===== src/rtl/valid_dirty_array_pkg.sv =====
// Shared types for the valid/dirty line-state store: write command encoding,
// flush sequencer states and the way-select width helper.
package valid_dirty_array_pkg;

    typedef enum logic [1:0] {
        WCMD_SET_CLEAN = 2'b00,
        WCMD_SET_DIRTY = 2'b01,
        WCMD_CLR_DIRTY = 2'b10,
        WCMD_INV       = 2'b11
    } wcmd_e;

    typedef enum logic [1:0] {
        IDLE = 2'b00,
        WALK = 2'b01,
        DONE = 2'b10
    } flush_state_e;

    // A direct-mapped cache still needs a one-bit way field.
    function automatic int way_w(input int ways);
        return (ways > 1) ? $clog2(ways) : 1;
    endfunction

endpackage


===== src/rtl/valid_dirty_array_if.sv =====
// Access/flush bundle between a cache controller (master) and the valid/dirty
// store (slave), plus the store's flush-sequencer state for observation.
interface valid_dirty_array_if
    import valid_dirty_array_pkg::*;
#(
    parameter int SETS  = 64,
    parameter int WAYS  = 2,
    parameter int IDX_W = $clog2(SETS),
    parameter int WAY_W = way_w(WAYS)
);
    // Handshake: there is no ready signal. An access (CS=1) is taken at the
    // clock edge only while the sequencer is IDLE and flush is low; at any
    // other time it is silently dropped, and busy/flush_done tell the master
    // when that is the case.
    logic             CS;
    logic             OE;
    logic [IDX_W-1:0] A;
    logic [WAY_W-1:0] WAY;
    logic [1:0]       WCMD;
    logic             flush;
    logic [WAYS-1:0]  v_bits;
    logic [WAYS-1:0]  d_bits;
    logic             busy;
    logic             flush_done;
    flush_state_e     state_dbg;

    modport master (
        output CS, OE, A, WAY, WCMD, flush,
        input  v_bits, d_bits, busy, flush_done, state_dbg
    );

    modport slave (
        input  CS, OE, A, WAY, WCMD, flush,
        output v_bits, d_bits, busy, flush_done, state_dbg
    );

endinterface


===== src/rtl/valid_dirty_array.sv =====
// SETS x WAYS valid/dirty bit store with registered per-set reads, per-line
// write commands and a one-set-per-cycle flush-all sequencer.
module valid_dirty_array
    import valid_dirty_array_pkg::*;
#(
    parameter int SETS  = 64,
    parameter int WAYS  = 2,
    parameter int IDX_W = $clog2(SETS),
    parameter int WAY_W = way_w(WAYS)
) (
    input  logic              CK,
    input  logic              rst,
    valid_dirty_array_if.slave bus
);

    flush_state_e     state_q;
    flush_state_e     state_d;
    logic [IDX_W-1:0] cnt_q;
    logic [WAYS-1:0]  v_mem [SETS];
    logic [WAYS-1:0]  d_mem [SETS];
    logic [WAYS-1:0]  v_bits_q;
    logic [WAYS-1:0]  d_bits_q;
    logic [WAYS-1:0]  way_mask;
    logic [WAYS-1:0]  v_wr;
    logic [WAYS-1:0]  d_wr;
    logic             access;
    logic             rd_en;
    logic             wr_en;
    logic             last_set;
    wcmd_e            wcmd;

    // A flush request in the same cycle wins over the access.
    assign access   = (state_q == IDLE) && bus.CS && !bus.flush;
    assign rd_en    = access && bus.OE;
    assign wr_en    = access && !bus.OE;
    assign last_set = (cnt_q == IDX_W'(SETS - 1));
    assign way_mask = WAYS'(1) << bus.WAY;
    assign wcmd     = wcmd_e'(bus.WCMD);

    // New contents of set A after applying the write command to one way.
    always_comb begin
        v_wr = v_mem[bus.A];
        d_wr = d_mem[bus.A];
        case (wcmd)
            WCMD_SET_CLEAN: begin
                v_wr = v_wr | way_mask;
                d_wr = d_wr & ~way_mask;
            end
            WCMD_SET_DIRTY: begin
                v_wr = v_wr | way_mask;
                d_wr = d_wr | way_mask;
            end
            WCMD_CLR_DIRTY: begin
                d_wr = d_wr & ~way_mask;
            end
            default: begin
                v_wr = v_wr & ~way_mask;
                d_wr = d_wr & ~way_mask;
            end
        endcase
    end

    always_ff @(posedge CK) begin
        if (rst) begin
            state_q <= IDLE;
        end else begin
            state_q <= state_d;
        end
    end

    always_comb begin
        state_d = state_q;
        case (state_q)
            IDLE:    if (bus.flush) state_d = WALK;
            WALK:    if (last_set) state_d = DONE;
            DONE:    state_d = IDLE;
            default: state_d = IDLE;
        endcase
    end

    always_comb begin
        bus.busy       = (state_q == WALK);
        bus.flush_done = (state_q == DONE);
        bus.state_dbg  = state_q;
    end

    // The walk stops at the last set; the counter never wraps.
    always_ff @(posedge CK) begin
        if (rst) begin
            cnt_q <= '0;
        end else if ((state_q == IDLE) && bus.flush) begin
            cnt_q <= '0;
        end else if ((state_q == WALK) && !last_set) begin
            cnt_q <= cnt_q + 1'b1;
        end
    end

    // Flop storage so reset can clear every line in a single edge.
    always_ff @(posedge CK) begin
        if (rst) begin
            for (int s = 0; s < SETS; s++) begin
                v_mem[s] <= '0;
                d_mem[s] <= '0;
            end
        end else if (state_q == WALK) begin
            v_mem[cnt_q] <= '0;
            d_mem[cnt_q] <= '0;
        end else if (wr_en) begin
            v_mem[bus.A] <= v_wr;
            d_mem[bus.A] <= d_wr;
        end
    end

    always_ff @(posedge CK) begin
        if (rst) begin
            v_bits_q <= '0;
            d_bits_q <= '0;
        end else if (rd_en) begin
            v_bits_q <= v_mem[bus.A];
            d_bits_q <= d_mem[bus.A];
        end
    end

    assign bus.v_bits = v_bits_q;
    assign bus.d_bits = d_bits_q;

endmodule


===== src/flat_wrapper.sv =====
// flat-port wrapper written by rule: the top's interface ports become plain ports
module valid_dirty_array_flat import valid_dirty_array_pkg::*;
#(
    parameter int SETS  = 64,
    parameter int WAYS  = 2,
    parameter int IDX_W = $clog2(SETS),
    parameter int WAY_W = way_w(WAYS)
)
  (CK, rst, bus_CS, bus_OE, bus_A, bus_WAY, bus_WCMD, bus_flush, bus_v_bits, bus_d_bits, bus_busy, bus_flush_done, bus_state_dbg);
  valid_dirty_array_if #(.SETS(SETS), .WAYS(WAYS), .IDX_W(IDX_W), .WAY_W(WAY_W)) bus_i ();
  input  logic CK;
  input  logic rst;
  input wire logic [$bits(bus_i.CS)-1:0] bus_CS;
  input wire logic [$bits(bus_i.OE)-1:0] bus_OE;
  input wire logic [$bits(bus_i.A)-1:0] bus_A;
  input wire logic [$bits(bus_i.WAY)-1:0] bus_WAY;
  input wire logic [$bits(bus_i.WCMD)-1:0] bus_WCMD;
  input wire logic [$bits(bus_i.flush)-1:0] bus_flush;
  output wire logic [$bits(bus_i.v_bits)-1:0] bus_v_bits;
  output wire logic [$bits(bus_i.d_bits)-1:0] bus_d_bits;
  output wire logic [$bits(bus_i.busy)-1:0] bus_busy;
  output wire logic [$bits(bus_i.flush_done)-1:0] bus_flush_done;
  output wire logic [$bits(bus_i.state_dbg)-1:0] bus_state_dbg;
  assign bus_i.CS = bus_CS;
  assign bus_i.OE = bus_OE;
  assign bus_i.A = bus_A;
  assign bus_i.WAY = bus_WAY;
  assign bus_i.WCMD = bus_WCMD;
  assign bus_i.flush = bus_flush;
  assign bus_v_bits = bus_i.v_bits;
  assign bus_d_bits = bus_i.d_bits;
  assign bus_busy = bus_i.busy;
  assign bus_flush_done = bus_i.flush_done;
  assign bus_state_dbg = bus_i.state_dbg;
  valid_dirty_array #(.SETS(SETS), .WAYS(WAYS), .IDX_W(IDX_W), .WAY_W(WAY_W)) u_core (.CK(CK), .rst(rst), .bus(bus_i));
endmodule

===== config.mk =====
export PLATFORM = sky130hd
export DESIGN_NAME = valid_dirty_array_flat
export DESIGN_NICKNAME = d
export VERILOG_FILES = /design/src/rtl/valid_dirty_array_pkg.sv /design/src/rtl/valid_dirty_array_if.sv /design/src/rtl/valid_dirty_array.sv /design/src/flat_wrapper.sv
export SDC_FILE = /design/constraint.sdc
export NUM_CORES = 1
export LEC_CHECK = 0
export CAP_MARGIN = 20
export CORE_ASPECT_RATIO = 1.75
export CORE_UTILIZATION = 55
export DETAILED_ROUTE_END_ITERATION = 10
export PLACE_DENSITY = 0.79
export SETUP_SLACK_MARGIN = 0.02
export SLEW_MARGIN = 10
export SYNTH_ARGS = -nofsm -noshare
export SYNTH_HDL_FRONTEND = slang
export SYNTH_SLANG_ARGS = --single-unit

===== constraint.sdc =====
create_clock -name CK -period 3.4 [get_ports CK]
set_input_delay 0.34 -clock CK [delete_from_list [all_inputs] [get_ports CK]]
set_output_delay 0.34 -clock CK [all_outputs]
set_load 0.01 [all_outputs]

==> flow_metrics.env <==
export IMPL_wirelength_um=36200
export IMPL_fmax_mhz=335
export IMPL_ys_seq_elements=268
export IMPL_clk_pin_slew_ps=70
export IMPL_yosys_top_cells_count="256 x edfxtp_1, 152 x a21oi_1, 140 x nor3_1"
export IMPL_seq_power_share=0.512
export IMPL_peakVddDrop_mv=0.317
export IMPL_post_place_ws_ps=109
export IMPL_cts_sinks=268
export IMPL_slew_viol_final=0
export IMPL_worstSetupPathType="reg -> reg"
export IMPL_hpwl_um=22600
export IMPL_die_y_um=207
export IMPL_status="finished clean"
export IMPL_grt_pass1_wl_um=54800
export IMPL_gp_congestion=0.888
export IMPL_switchingPower_uw=1620
export IMPL_cts_tree="yes"
export IMPL_cp_slowest_cell="a21oi_1"
export IMPL_root_buffer="clkbuf_16"
export IMPL_skew_ps=9.23
export IMPL_slowest_delay_ps=620
export IMPL_synth_area_leader_cell="edfxtp_1"
export IMPL_ys_warn_count=0
export IMPL_syn_inst=1050
export IMPL_cp_start_kind="flip-flop"
export IMPL_critical_path_cell_chain="or4b_1 -> nor3_2 -> buf_4 -> nand3b_1 -> a21oi_1 -> buf_4 -> nand2_1 -> nand2b_1"
export IMPL_cts_hold_buf=0
export IMPL_ys_flop_type="edfxtp_1"
export IMPL_synth_nets=1065
export IMPL_tns_ps=0
export IMPL_rows=74
export IMPL_clk_latency_ps=520
export IMPL_setup_viol=0
export IMPL_arrival_ps=3210
export IMPL_min_period_ps=2980
export IMPL_hold_viol=0
export IMPL_cts_repair_resize_count=0
export IMPL_syn2layout_area_growth_pct=11.6
export IMPL_grt_start_max_net_pins=57
export IMPL_path_buf_inv=2
export IMPL_antennaDiodeCount=0
export IMPL_synth_edf_count=256
export IMPL_worstPathRequired_ps=3620
export IMPL_hp_class="in -> reg"
export IMPL_drt_pass1_iterations=8
export IMPL_core_sq_mm=0.0235
export IMPL_yosysSeqAreaShare=0.598
export IMPL_wl_per_cell_um=26.3
export IMPL_crit_family="simple AND/OR/NAND/NOR gates"
export IMPL_grt_remaining_overflow=0
export IMPL_vias=9473
export IMPL_drtIter0Drc=1359
export IMPL_rsz0062_at_grt="no"
export IMPL_fillers=1742
export IMPL_tightest_slew_ps=1160
export IMPL_drc=0
export IMPL_ys_top_cells_by_area="edfxtp_1 58%, mux4_2 6.8%, a21oi_1 5.7%"
export IMPL_postRouteAntennaNets=0
export IMPL_cts_buffers=23
export IMPL_yosysMostFrequentCell="edfxtp_1"
export IMPL_sw_frac_of_total=0.221
export IMPL_ys_types=46
export IMPL_yosysTopAreaCellShare=0.580
export IMPL_nets=1073
export IMPL_ios=22
export IMPL_antenna_found_initial=0
export IMPL_intPower_uw=5720
export IMPL_viasPerCell=6.87
export IMPL_worstSetupEndpointType="flip-flop"
export IMPL_ys_async_sr_fraction=0
export IMPL_syn_area_per_cell_sq_um=12.6
export IMPL_synth_area_sq_mm=0.0133
export IMPL_layout_drive_gt1_share=0.153
export IMPL_p_total_uw=7340
export IMPL_start_util=0.564
export IMPL_worst_slack_ps=416
export IMPL_power_density_mw_per_mm2=496
export IMPL_grt_pass1_vias=9348
export IMPL_cp_max_fo=8
export IMPL_port_buffers=21
export IMPL_drv_cap=0
export IMPL_power_frac_comb=0.084
export IMPL_p_clk_frac=0.404
export IMPL_power_leakage_uw=0.00487
export IMPL_die_w_um=119
export IMPL_path_common_cell="buf_4"
export IMPL_finalCritPeriodShare=0.878
export IMPL_fp_dieArea_sq_mm=0.0247
export IMPL_cts_setup_buffers=0
export IMPL_slew_headroom=0.223
export IMPL_grtUsageTotal=0.298
export IMPL_htree_num_levels=1
export IMPL_cts_path_max_buffers=3
==> flip-flops by register name, indices dropped and copies added (netlist names) <==
signal	flops
u_core.bus.v_bits	2
u_core.bus.d_bits	2
u_core.v_mem	128
u_core.d_mem	128
u_core.cnt_q	6
u_core.bus.state_dbg	2
==> cells by family after synthesis <==
group,count (synthesis),synth area share
and+or+nand+nor,361,0.142
buffers and inverters,100,0.0414
xor gates and xnor gates,5,0.00330
adders and majority gates,1,0.000944
DFF,268,0.598
AOI/OAI and AO/OA,208,0.0946
muxes,107,0.119
==> power groups by stage <==
stage               Sequential, uW  Combinational, uW  Clock (uW)
finish                        3760                620        2960
global route                  3760                645        3080
CTS                           3750                606        2960
detailed placement            3830                603           0
global placement              3820                591           0
floorplan                     3800                413           0
==> per-layer routing <==
layer,wire length (um),part of all wire,vias up,GRT usage
met5,0,0,-,0
met4,2470,0.068,0,0.189
met3,3950,0.11,156,0.0492
met2,18400,0.51,708,0.504
met1,11400,0.32,4579,0.353
li1,-,-,4030,-
==> cell usage in the layout, fill, tap and decap left out, drive strengths merged, types with 18 or more instances in the layout <==
| cell | Yosys | routed |
|---|---|---|
| nand2 | 74 | 74 |
| mux4 | 40 | 40 |
| nand2b | 67 | 67 |
| mux2i | 58 | 58 |
| nor2 | 23 | 23 |
| a21oi | 153 | 153 |
| nor3 | 143 | 143 |
| buf | 59 | 61 |
| clkbuf | 37 | 23 |
| edfxtp | 256 | 256 |
| a22oi | 30 | 30 |
| clkdlybuf4s50 | 0 | 18 |
==> worst paths after layout <==
path                                              from                                   end  slack (ps)  cells past startpoint
setup / recovery  u_core.bus.state_dbg[1]$_SDFFE_PP0P_     u_core.d_mem[56][0]$_SDFFCE_PN0P_         420                      8
hold / removal                                     rst  u_core.bus.state_dbg[0]$_SDFFE_PP0P_          80                      2
setup reg to reg  u_core.bus.state_dbg[1]$_SDFFE_PP0P_     u_core.d_mem[56][0]$_SDFFCE_PN0P_         420                      8
hold reg to reg      u_core.bus.d_bits[0]$_SDFFE_PP0P_     u_core.bus.d_bits[0]$_SDFFE_PP0P_         500                      2
==> final cells by class <==
cell class / instances / area [sq um] / area share
flip-flops and latches: 268 / 7930 / 0.536
well taps: 304 / 380 / 0.0257
clock buffers: 23 / 576 / 0.0389
clock inverters: 19 / 277 / 0.0187
inverters: 4 / 15.0 / 0.00102
multi-input cells: 682 / 4800 / 0.325
repair buffers: 79 / 812 / 0.0549
==> metrics by stage <==
stage / instances / utilization / hold WS [ps] / instance area, sq um
3_5_place_dp: 1337 / 0.592 / 489 / 13900
6_report: 1379 / 0.629 / 79.5 / 14800
3_3_place_gp: 1337 / 0.592 / 480 / 13900
5_1_grt: 1379 / 0.629 / 77.0 / 14800
2_1_floorplan: 1050 / - / 510 / 13300
4_1_cts: 1379 / 0.629 / 68.9 / 14800
Note: power is estimated with default switching activity, not from simulation.
==> RTL edit, RTL diff (same settings) <==
`WAYS` is set to 2 in 3 places; all go to 4.
--- a/src/rtl/valid_dirty_array_if.sv
+++ b/src/rtl/valid_dirty_array_if.sv
@@ -4,7 +4,7 @@
     import valid_dirty_array_pkg::*;
 #(
     parameter int SETS  = 64,
-    parameter int WAYS  = 2,
+    parameter int WAYS  = 4,
     parameter int IDX_W = $clog2(SETS),
     parameter int WAY_W = way_w(WAYS)
 );
--- a/src/rtl/valid_dirty_array.sv
+++ b/src/rtl/valid_dirty_array.sv
@@ -4,7 +4,7 @@
     import valid_dirty_array_pkg::*;
 #(
     parameter int SETS  = 64,
-    parameter int WAYS  = 2,
+    parameter int WAYS  = 4,
     parameter int IDX_W = $clog2(SETS),
     parameter int WAY_W = way_w(WAYS)
 ) (
--- a/src/flat_wrapper.sv
+++ b/src/flat_wrapper.sv
@@ -2,7 +2,7 @@
 module valid_dirty_array_flat import valid_dirty_array_pkg::*;
 #(
     parameter int SETS  = 64,
-    parameter int WAYS  = 2,
+    parameter int WAYS  = 4,
     parameter int IDX_W = $clog2(SETS),
     parameter int WAY_W = way_w(WAYS)
 )
Interface: changed (resized bus_WAY, bus_d_bits and bus_v_bits); port bits go from 22 to 27. No check against the original RTL was run, so the function may have changed too.
==> RTL edit against the unedited design <==
  * Area after synthesis grew 89%
  * Core utilization grew 1.3 points
  * Largest cell class unchanged
  * Power rose by 89%
  * Global-route usage up 2.8 points
  * Routed wire length grew 110%
  * Register-to-register slack better by 20 ps
  * Design area is 95% higher
  * Sequential cell count is 260 higher
  * Via count increased by 96%
  * Worst setup slack got worse by 210 ps
==> RTL edit: results (changes against the unedited design) <==
total wire length=75000 um (+110%); DRT Pass-1 Iters=7 (-1); status=finished clean; share of layout cells above drive strength 1=17.7% (+2.5 points); r2r setup slk=440 ps (+20 ps); Vias/cell=6.94 (+0.97%); leakage power=0.0100 uW (+110%); Vias=18600 (+96%); GRT Util Overall=32.7% (+2.8 points); DR WL met3=6990 um (+77%); WHS Endpoint=u_core.bus.d_bits[3]; number of H-tree levels=2 (+1); post-DP HPWL=49400 um (+120%); maximum VDD drop=0.398 mV (+25%); worst setup path endpoint=u_core.v_mem[52][2]; Cell variety after synth=56 (+22%); largest net degree at the start of global routing=54 (-5.3%); EDFF count, synth=512 (+100%); CP max FO=32 (+24); Clock Latency Late Sink=580 ps (+60 ps); worst setup path start=bus_A[2]; Worst Hold Depth=3 (+1); Layout Skew=30.5 ps (+21.2 ps); Reg-to-Reg End=u_core.v_mem[51][1]; Seq/Total Area, Yosys=62.7% (+2.9 points); Least-Margin Pin Slew=994 ps (-167 ps)
==> RTL edit: cell types whose count changed after synthesis, sizes merged, moves of 81 or more <==
cell and change:
a21oi -82, a22oi +81, clkbuf +84, edfxtp +256, mux2i +162, nor3 +379
==> RTL edit: cell families (layout without fill, tap and decap cells) <==
kind of cell | Yosys count | count (layout) | share of synthesized area (%)
flip-flops | 528 | 528 | 62.7
adder cells (fa/ha/maj) | 1 | 1 | 0.0500
buffers and inverters | 188 | 329 | 3.47
multiplexers | 243 | 243 | 10.8
XOR/XNOR | 4 | 4 | 0.140
AND/OR/NAND/NOR | 771 | 771 | 16.3
AO/OA/AOI/OAI | 226 | 226 | 6.51
==> RTL edit: through the flow <==
| step | setup WS [ps] | power [uW] | hold WS (ps) |
|---|---|---|---|
| 2_1_floorplan | 556 | 8350 | 484 |
| 3_3_place_gp | -220 | 9020 | 494 |
| 3_5_place_dp | -289 | 9070 | 495 |
| 4_1_cts | 244 | 13800 | 351 |
| 5_1_grt | 165 | 14100 | 403 |
| 6_report | 207 | 13800 | 370 |
==> RTL edit: area by class of cell <==
| cell class | instances | area [um2] |
|---|---|---|
| clock inverter | 31 | 239 |
| sequential | 528 | 15700 |
| tap | 577 | 722 |
| multi-input combinational | 1245 | 8660 |
| clock buffer | 48 | 1090 |
| inverter | 5 | 18.8 |
| timing repair buffer | 245 | 2450 |
| fill | 3152 | 16100 |
==> RTL edit: critical path: stages <==
cell and delay, ps:
clkdlybuf4s50_1 610, buf_12 190, nor2_4 70, buf_12 160
buf_4 170, a22oi_1 250, a21oi_1 110, buf_4 160
nor4_1 680, buf_4 250, o221ai_4 130, buf_12 210
nor3_1 240
